$ cat config.mk
export PLATFORM = sky130hd
export DESIGN_NAME = multi_debounce
export DESIGN_NICKNAME = d
export VERILOG_FILES = /design/src/rtl/debounce_pkg.sv /design/src/rtl/debounce_channel.sv /design/src/rtl/multi_debounce.sv
export SDC_FILE = /design/constraint.sdc
export NUM_CORES = 1
export LEC_CHECK = 0
export CORE_MARGIN = 5
export CORE_UTILIZATION = 26
export CTS_CLUSTER_SIZE = 16
export DETAILED_ROUTE_END_ITERATION = 16
export PLACE_DENSITY = 0.36
export SLEW_MARGIN = 20
export SYNTH_ARGS = -nofsm -noshare
export SYNTH_HDL_FRONTEND = slang
export SYNTH_SLANG_ARGS = --single-unit
$ cat constraint.sdc
create_clock -name clk -period 4.2 [get_ports clk]
set_input_delay 0.42 -clock clk [delete_from_list [all_inputs] [get_ports clk]]
set_output_delay 0.42 -clock clk [all_outputs]
set_load 0.02 [all_outputs]
$ cat src/rtl/debounce_pkg.sv
// rtl/debounce_pkg.sv - shared state encoding and sizing helper for the button debouncers
package debounce_pkg;

  typedef enum logic [1:0] {
    S_LOW     = 2'd0,
    S_WAIT_HI = 2'd1,
    S_HIGH    = 2'd2,
    S_WAIT_LO = 2'd3
  } state_t;

  // Smallest width w with 2**w > cycles, i.e. the narrowest legal CNT_W.
  function automatic int cnt_width(input longint unsigned cycles);
    int w;
    w = 1;
    while (w < 63 && (64'd1 << w) <= cycles) w++;
    return w;
  endfunction

endpackage

$ cat src/rtl/debounce_channel.sv
// rtl/debounce_channel.sv - one-bit synchroniser, stability counter and press/release FSM
module debounce_channel
  import debounce_pkg::*;
#(
  parameter int CNT_W           = 20,
  parameter int DEBOUNCE_CYCLES = 500000,
  parameter int REPEAT_EN       = 0,
  parameter int REPEAT_CYCLES   = 0
) (
  input  logic clk,
  input  logic rst,
  input  logic button,
  output logic level,
  output logic press,
  output logic rel
);

  localparam logic [CNT_W-1:0] DB_LAST = CNT_W'(DEBOUNCE_CYCLES - 1);
  localparam logic [CNT_W-1:0] RP_LAST = CNT_W'(REPEAT_CYCLES - 1);
  localparam bit               REP     = (REPEAT_EN != 0);

  logic             sa, sb;
  state_t           state, state_nx;
  logic [CNT_W-1:0] cnt, cnt_nx;
  logic             level_nx, press_nx, rel_nx;

  always_ff @(posedge clk) begin
    if (rst) begin
      sa    <= 1'b0;
      sb    <= 1'b0;
      state <= S_LOW;
      cnt   <= '0;
      level <= 1'b0;
      press <= 1'b0;
      rel   <= 1'b0;
    end else begin
      sa    <= button;
      sb    <= sa;
      state <= state_nx;
      cnt   <= cnt_nx;
      level <= level_nx;
      press <= press_nx;
      rel   <= rel_nx;
    end
  end

  always_comb begin
    state_nx = state;
    case (state)
      S_LOW:     if (sb) state_nx = S_WAIT_HI;
      S_WAIT_HI: begin
        if (!sb)                 state_nx = S_LOW;
        else if (cnt == DB_LAST) state_nx = S_HIGH;
      end
      S_HIGH:    if (!sb) state_nx = S_WAIT_LO;
      S_WAIT_LO: begin
        if (sb)                  state_nx = S_HIGH;
        else if (cnt == DB_LAST) state_nx = S_LOW;
      end
      default:   state_nx = S_LOW;
    endcase
  end

  // Pulses default low so every accepted event is exactly one cycle wide.
  always_comb begin
    cnt_nx   = cnt;
    level_nx = level;
    press_nx = 1'b0;
    rel_nx   = 1'b0;
    case (state)
      S_LOW: begin
        if (sb) cnt_nx = '0;
      end
      S_WAIT_HI: begin
        if (sb) begin
          if (cnt == DB_LAST) begin
            level_nx = 1'b1;
            press_nx = 1'b1;
            cnt_nx   = '0;
          end else begin
            cnt_nx = cnt + CNT_W'(1);
          end
        end
      end
      S_HIGH: begin
        if (!sb) begin
          cnt_nx = '0;
        end else if (REP && cnt == RP_LAST) begin
          press_nx = 1'b1;
          cnt_nx   = '0;
        end else if (REP) begin
          cnt_nx = cnt + CNT_W'(1);
        end
      end
      S_WAIT_LO: begin
        if (sb) begin
          cnt_nx = '0;
        end else if (cnt == DB_LAST) begin
          level_nx = 1'b0;
          rel_nx   = 1'b1;
        end else begin
          cnt_nx = cnt + CNT_W'(1);
        end
      end
      default: begin
        cnt_nx   = '0;
        level_nx = 1'b0;
      end
    endcase
  end

endmodule

$ cat src/rtl/multi_debounce.sv
// rtl/multi_debounce.sv - NCH independent debounced button channels with optional auto-repeat
module multi_debounce
  import debounce_pkg::*;
#(
  parameter int NCH             = 4,
  parameter int CNT_W           = 20,
  parameter int DEBOUNCE_CYCLES = 500000,
  parameter int REPEAT_EN       = 0,
  parameter int REPEAT_CYCLES   = 0
) (
  input  logic           clk,
  input  logic           rst,
  input  logic [NCH-1:0] button,
  output logic [NCH-1:0] level,
  output logic [NCH-1:0] press,
  output logic [NCH-1:0] rel
);

  if (NCH < 1 || NCH > 32) begin : g_bad_nch
    $error("multi_debounce: NCH must be 1..32");
  end
  if (DEBOUNCE_CYCLES < 2 || CNT_W < cnt_width(longint'(DEBOUNCE_CYCLES))) begin : g_bad_db
    $error("multi_debounce: DEBOUNCE_CYCLES must be >= 2 and fit in CNT_W");
  end
  if (REPEAT_EN != 0 &&
      (REPEAT_CYCLES < 2 || CNT_W < cnt_width(longint'(REPEAT_CYCLES)))) begin : g_bad_rep
    $error("multi_debounce: REPEAT_CYCLES must be >= 2 and fit in CNT_W");
  end

  for (genvar i = 0; i < NCH; i++) begin : g_ch
    debounce_channel #(
      .CNT_W          (CNT_W),
      .DEBOUNCE_CYCLES(DEBOUNCE_CYCLES),
      .REPEAT_EN      (REPEAT_EN),
      .REPEAT_CYCLES  (REPEAT_CYCLES)
    ) u_ch (
      .clk   (clk),
      .rst   (rst),
      .button(button[i]),
      .level (level[i]),
      .press (press[i]),
      .rel   (rel[i])
    );
  end

endmodule

; ---- Word-level counts from Yosys, hierarchy flattened
; Cells that the tools add are included.
; W data, S select, Z words.
[classes]
n_mul = 0
n_shift = 0
n_addsub = 4
n_bitwise = 12
reduce_logical = 28
div = 0
magnitude_cmp = 0
n_eq_ne = 52
n_mux = 80
[op_table]
columns = operator, count
row1 = $mux W20, 24
row2 = $pmux W20 S4, 4
row3 = $add A20 B1 Y20 const B, 4
row4 = $eq A20 B19 Y1 const B, 4
row5 = $mux W2, 24
row6 = $ne A2 B1 Y1 const B, 16
row7 = $pmux W2 S4, 4
row8 = $reduce_and A4 Y1, 8
row9 = $reduce_or A3 Y1, 8
row10 = $mux W1, 20
row11 = $reduce_and A5 Y1, 4
row12 = $eq A2 B2 Y1 const B, 8
row13 = $ne A2 B2 Y1 const B, 8
row14 = $ne A3 B1 Y1 const B, 4
row15 = $ne A3 B2 Y1 const B, 4
row16 = $ne A3 B3 Y1 const B, 4
row17 = $not A1 Y1, 12
row18 = $eq A2 B1 Y1 const B, 4
row19 = $logic_not A2 Y1, 4
row20 = $pmux W1 S2, 4
row21 = $reduce_bool A2 Y1, 4
[totals]
mem_bits_rw = 0
regBits = 108
out_inout_bits = 12
elab_cells = 204
latch_bits = 0
romBits = 0
n_memories = 0

; ---- Longest topological paths before layout
[depth]
word_depth = 4
ltp_mapped = 8

; ---- By module
; From an unflattened synthesis, not the netlist that was laid out.
[unflattened]
hier_cells = 695
hier_area_um2 = 5768.0
[modules_own_cells]
columns = mod, cells_each, area_per_inst_um2, seq_area_each_um2, instances
row1 = debounce_channel (g_ch[0].u_ch ...), 174, 1417.6, 540.5, 3
row2 = debounce_channel (g_ch[3].u_ch), 173, 1515.2, 540.5, 1

; ---- Worst setup path before layout
; OpenSTA, ideal clock, no wires.
[synth_timing]
path_type = register to register
from = register g_ch[0].u_ch.cnt[0]
to = register g_ch[0].u_ch.cnt[7]
arrival_time_ns = 2.003
path_slack_ns = 2.074
stages_incl_launch_ff = 8
synth_period_minus_slack_ns = 2.126
n_path_buf = 1
path_cell_list = dfxtp_1 -> ha_1 -> or4b_4 -> nor3_4 -> and4b_1 -> buf_4 -> nor4_1 -> mux2_1
[synth_via]
elab_chain_len = 4
[synth_lines]
columns = element, line
row1 = start: declaration, debounce_channel.sv:24  ; logic [CNT_W-1:0] cnt, cnt_nx;
row2 = start signal: assignment, debounce_channel.sv:40  ; cnt <= cnt_nx;
row3 = $add A20 B1 Y20 or $eq A20 B19 Y1 (tied branches), --
row4 = "$mux W20, on equally long branches", "debounce_channel.sv:98, debounce_channel.sv:76"
row5 = "$mux W20, on equally long branches", "debounce_channel.sv:96, debounce_channel.sv:75"
row6 = $pmux W20 S4, debounce_channel.sv:70  ; case (state)
; Parallel ways exist; a longest one is shown, timed or not. The select of a mux whose other input is x is not followed.
; A chain may end at the register's enable or synchronous reset.

; ---- Final worst setup path
; Ends and elaborated chain as after synthesis.

==> impl_results.md <==
* Outcome: complete, no violations
* Root Buffer: clkbuf_16
* R2r endpoint: g_ch[0].u_ch.cnt[7]$_SDFFE_PP0P_
* Remaining DRCs at 0
* Count of buffers from port buffering at 17
* Largest net degree at the start of global routing at 23
* ANT cells at 0
* Synthesized area at 5928 sq um
* DRT iter0 DRCs at 297
* CTS buffer count at 9
* Initial Util at 26.26%
* Main combinational cell family by area after synthesis: simple AND/OR/NAND/NOR gates
* Die height at 161 microns
* Worst Hold Margin at 442.0 ps
* Critical-path top delay cell: and4b_1
* Hold Vio Cnt, Final at 0
* Cts hold-fix bufs at 0
* CP Buf/Inv Count at 0
* Clock Latency Late Sink at 360 ps
* Clock sink total at 108
* Synth Flop Type: dfxtp_1
* Via count at about 5.2k
* Vias in the first global route at around 5.0k
* Io pins at 18
* Average wire per standard cell at ~16 microns
* Hold Path Class: flop to flop
* Hold Path Origin: g_ch[1].u_ch.sa$_SDFF_PP0_
* WP data arrival at 2920 ps
* Final net count at 705
* Worst path cell trace: ha_1 -> or4b_4 -> nor3_4 -> and4b_1 -> nor4_1 -> mux2_1
* Clock-pin slew on the worst setup and hold paths at about 70 ps
* EDFF count, synth at 0
* CP endpoint kind: flop
* Crit path time final at 2675 ps
* DP Wirelength at 10,830 microns
* Maxcap violations at 0
* Number of antenna violations at the first check in global routing at 0
* Post-synth ARST share at 0%
* P_leak at roughly 2.1 nW
* GRT Util Overall at a little under an eighth
* GPL Wtd Cong at approximately 0.8
* WL final at 15,250 microns
* Worst endpoint required time at 4450 ps
* Total power at 2.050 mW
* Rel. slew slack at roughly half
* Post-CTS Setup Bufs at 0
* Final period utilization at 63.69%
* Register area share after synthesis at approximately 36%
* R2R Path Start: g_ch[0].u_ch.cnt[0]$_SDFFE_PP0P_
* Share of layout cells above drive strength 1 at 6.152%
* Setup CP Type: flop to flop
* Max Slew Vio Count at 0
* Worst hold endpoint: g_ch[1].u_ch.sb$_SDFF_PP0_
* Gate Count Post-Synth at 708
* Synth Warn # at 0
* R2r worst-path depth at 6
* Simple-gate share of the synthesized area at roughly 36%
* Reg-to-reg slack, setup at 1530 ps
* Yosys cell types at 68
* Slew @ Worst Pin at 761.5 ps
* Post-Synth XOR/XNOR Area at between 3 and 4%
* Die W at around 160 microns
* Total iterations of the first detailed-routing run at 4
* First-pass GRT wire length at 25,700 microns
* Pwr Density at 314.0 nW/um^2
* Bufs on Longest Clock Path at 2
* H-tree levels at 3
* Clock Skews at a little over 7 ps
* Mux share of post-synthesis cell area at 2.786%
* Rows at 55
* #FFs+latches synth at 108
* Fillcell total at 2,432
* Layout overhead on the synthesized area at 10.13%
* Post-CTS sizing at 0
* Critical Path Start Type: flop
* Adder-Cell Fraction of Synth Area at 0.8442%
* Synth Area in Compound Gates at 15.91%
* CTS tree: yes
* DIE AREA at ~26,000 sq um
* Crit Path Max Fanout at 17
* Final count of negative-setup-slack endpoints at 0
* Worst vdd ir at 180.1 uV
* Worst Hold Path Cells at 1
* RSZ-0062 raised after global routing: no
* Overflow after GRT at 0
* Crit-path max cell delay at 590 ps
* Crit-path leading delay family: simple AND/OR/NAND/NOR gates
* Synthesized area per cell at 8.373 sq um
* TNS Setup at 0 ps
* Post-Syn Nets at a little over 700
* Vias per cell at 5.316
* Final ANT Viol Nets at 0
* Core Box Area at about 23,000 sq um
* Max Clk Rate at 0.3739 GHz
==> power by group <==
| group | switching [mW] | internal, mW | leakage, nW |
|---|---|---|---|
| Sequential | 0.0181 | 1.04 | 0.873 |
| Combinational | 0.0592 | 0.0356 | 1.09 |
| Clock | 0.407 | 0.494 | 0.145 |
==> cell usage in the layout (no fill, tap or decap), types with 12 or more instances in the layout <==
master | synthesis | routed
clkdlybuf4s50_1 | 0 | 16
dfxtp_1 | 108 | 108
or4_1 | 15 | 15
or3_1 | 12 | 12
nand4_1 | 22 | 22
nor3_1 | 24 | 24
and3_1 | 20 | 20
o21ai_0 | 13 | 12
nor4_1 | 13 | 13
a21oi_1 | 44 | 44
inv_1 | 14 | 14
nor2_1 | 44 | 44
nand2_1 | 56 | 56
mux2i_1 | 12 | 12
nand2b_1 | 13 | 13
o31ai_1 | 15 | 15
nor2b_1 | 13 | 13
xor2_1 | 18 | 18
nand3_1 | 53 | 53
==> worst max-delay path by stage <==
stage	start	to	slack, ps	cells past startpoint
4_1_cts	g_ch[0].u_ch.cnt[0]$_SDFFE_PP0P_	g_ch[0].u_ch.cnt[7]$_SDFFE_PP0P_	1510	6
3_3_place_gp	g_ch[0].u_ch.cnt[0]$_SDFFE_PP0P_	g_ch[0].u_ch.cnt[7]$_SDFFE_PP0P_	1640	6
5_1_grt	g_ch[0].u_ch.cnt[0]$_SDFFE_PP0P_	g_ch[0].u_ch.cnt[7]$_SDFFE_PP0P_	1350	6
6_report	g_ch[0].u_ch.cnt[0]$_SDFFE_PP0P_	g_ch[0].u_ch.cnt[7]$_SDFFE_PP0P_	1530	6
2_1_floorplan	g_ch[0].u_ch.cnt[0]$_SDFFE_PP0P_	g_ch[0].u_ch.cnt[7]$_SDFFE_PP0P_	2070	7
3_5_place_dp	g_ch[0].u_ch.cnt[0]$_SDFFE_PP0P_	g_ch[0].u_ch.cnt[7]$_SDFFE_PP0P_	1530	6
==> cell families (layout without fill, tap and decap cells) <==
logic type                 count (synthesis)  after routing
and+or+nand+nor                          357            357
AOI/OAI and AO/OA                        143            143
DFF                                      108            108
buffers and inverters                     57             48
xor gates and xnor gates                  23             23
muxes                                     16             16
adders and majority gates                  4              4
==> cells in the mapped netlist, types with 4 or more instances <==
cell type  instances  area share [%]
nor3_1            24             2.0
o211ai_1           5            0.63
o21ai_1            8            0.68
nand4_1           22             2.3
o21ai_0           13             1.1
ha_1               4            0.84
nand2_1           56             3.5
a211oi_1           5            0.63
a21o_1             7            0.89
nor4b_1            9             1.3
o31ai_1           15             1.9
buf_4             14             1.8
nor2_1            44             2.8
or3_1             12             1.3
clkbuf_1          19             1.2
o311ai_0           5            0.74
dfxtp_1          108              36
mux2i_1           12             2.0
buf_2              5            0.42
nand4b_1           4            0.59
a21oi_1           44             3.7
nor3b_1            8             1.0
a211o_1            6            0.89
inv_1             14            0.89
or4_1             15             1.9
xor2_1            18             2.7
nand3_1           53             4.5
and2_1             7            0.74
and3_1            20             2.1
and4_1            11             1.6
and3b_1            4            0.59
nor4_1            13             1.4
nand2b_1          13             1.4
o21a_1             4            0.51
nor2b_1           13             1.4
a31oi_1           11             1.2
or4b_2             4            0.68
xnor2_1            5            0.74
==> worst reg2reg max path: stages, from the launching register on <==
cell and delay, ps:
dfxtp_1 410, ha_1 320, or4b_4 520, nor3_4 290, and4b_1 590, nor4_1 100
mux2_1 320
==> layout make-up <==
type	instances	area, sq um	area share (%)
Multi-Input combinational cell	543	3475	53.22
Clock inverter	3	46.29	0.7091
Timing Repair Buffer	19	180.2	2.760
Clock buffer	12	256.5	3.929
Tap cell	285	356.6	5.462
Inverter	14	52.55	0.8049
Sequential cell	108	2162	33.12
==> metal layers <==
layer	vias to the layer above	GRT usage, %	part of all wire, %
met4	0	3.606	1.6
met5	-	0	0
met2	68	19.34	47
met1	2507	15.68	49
met3	18	2.756	2.7
li1	2638	-	-
==> through the flow <==
step                      instances  setup slack [ps]  util [%]  cell area (sq um)
after floorplan                 708              2074         -               5928
after global placement          969              1642     27.58               6226
after detailed placement        969              1533     27.58               6226
after CTS                       984              1512     28.92               6529
after global routing            984              1352     28.92               6529
final                           984              1525     28.92               6529
==> flip-flops by register name (all words and copies together) (netlist names), named ones only <==
signal / flops
g_ch.u_ch.cnt: 80
g_ch.u_ch.sa: 4
g_ch.u_ch.state: 4
g_ch.u_ch.press: 4
g_ch.u_ch.level: 4
g_ch.u_ch.rel: 4
g_ch.u_ch.sb: 4
Power figures use the tool's default switching activity.
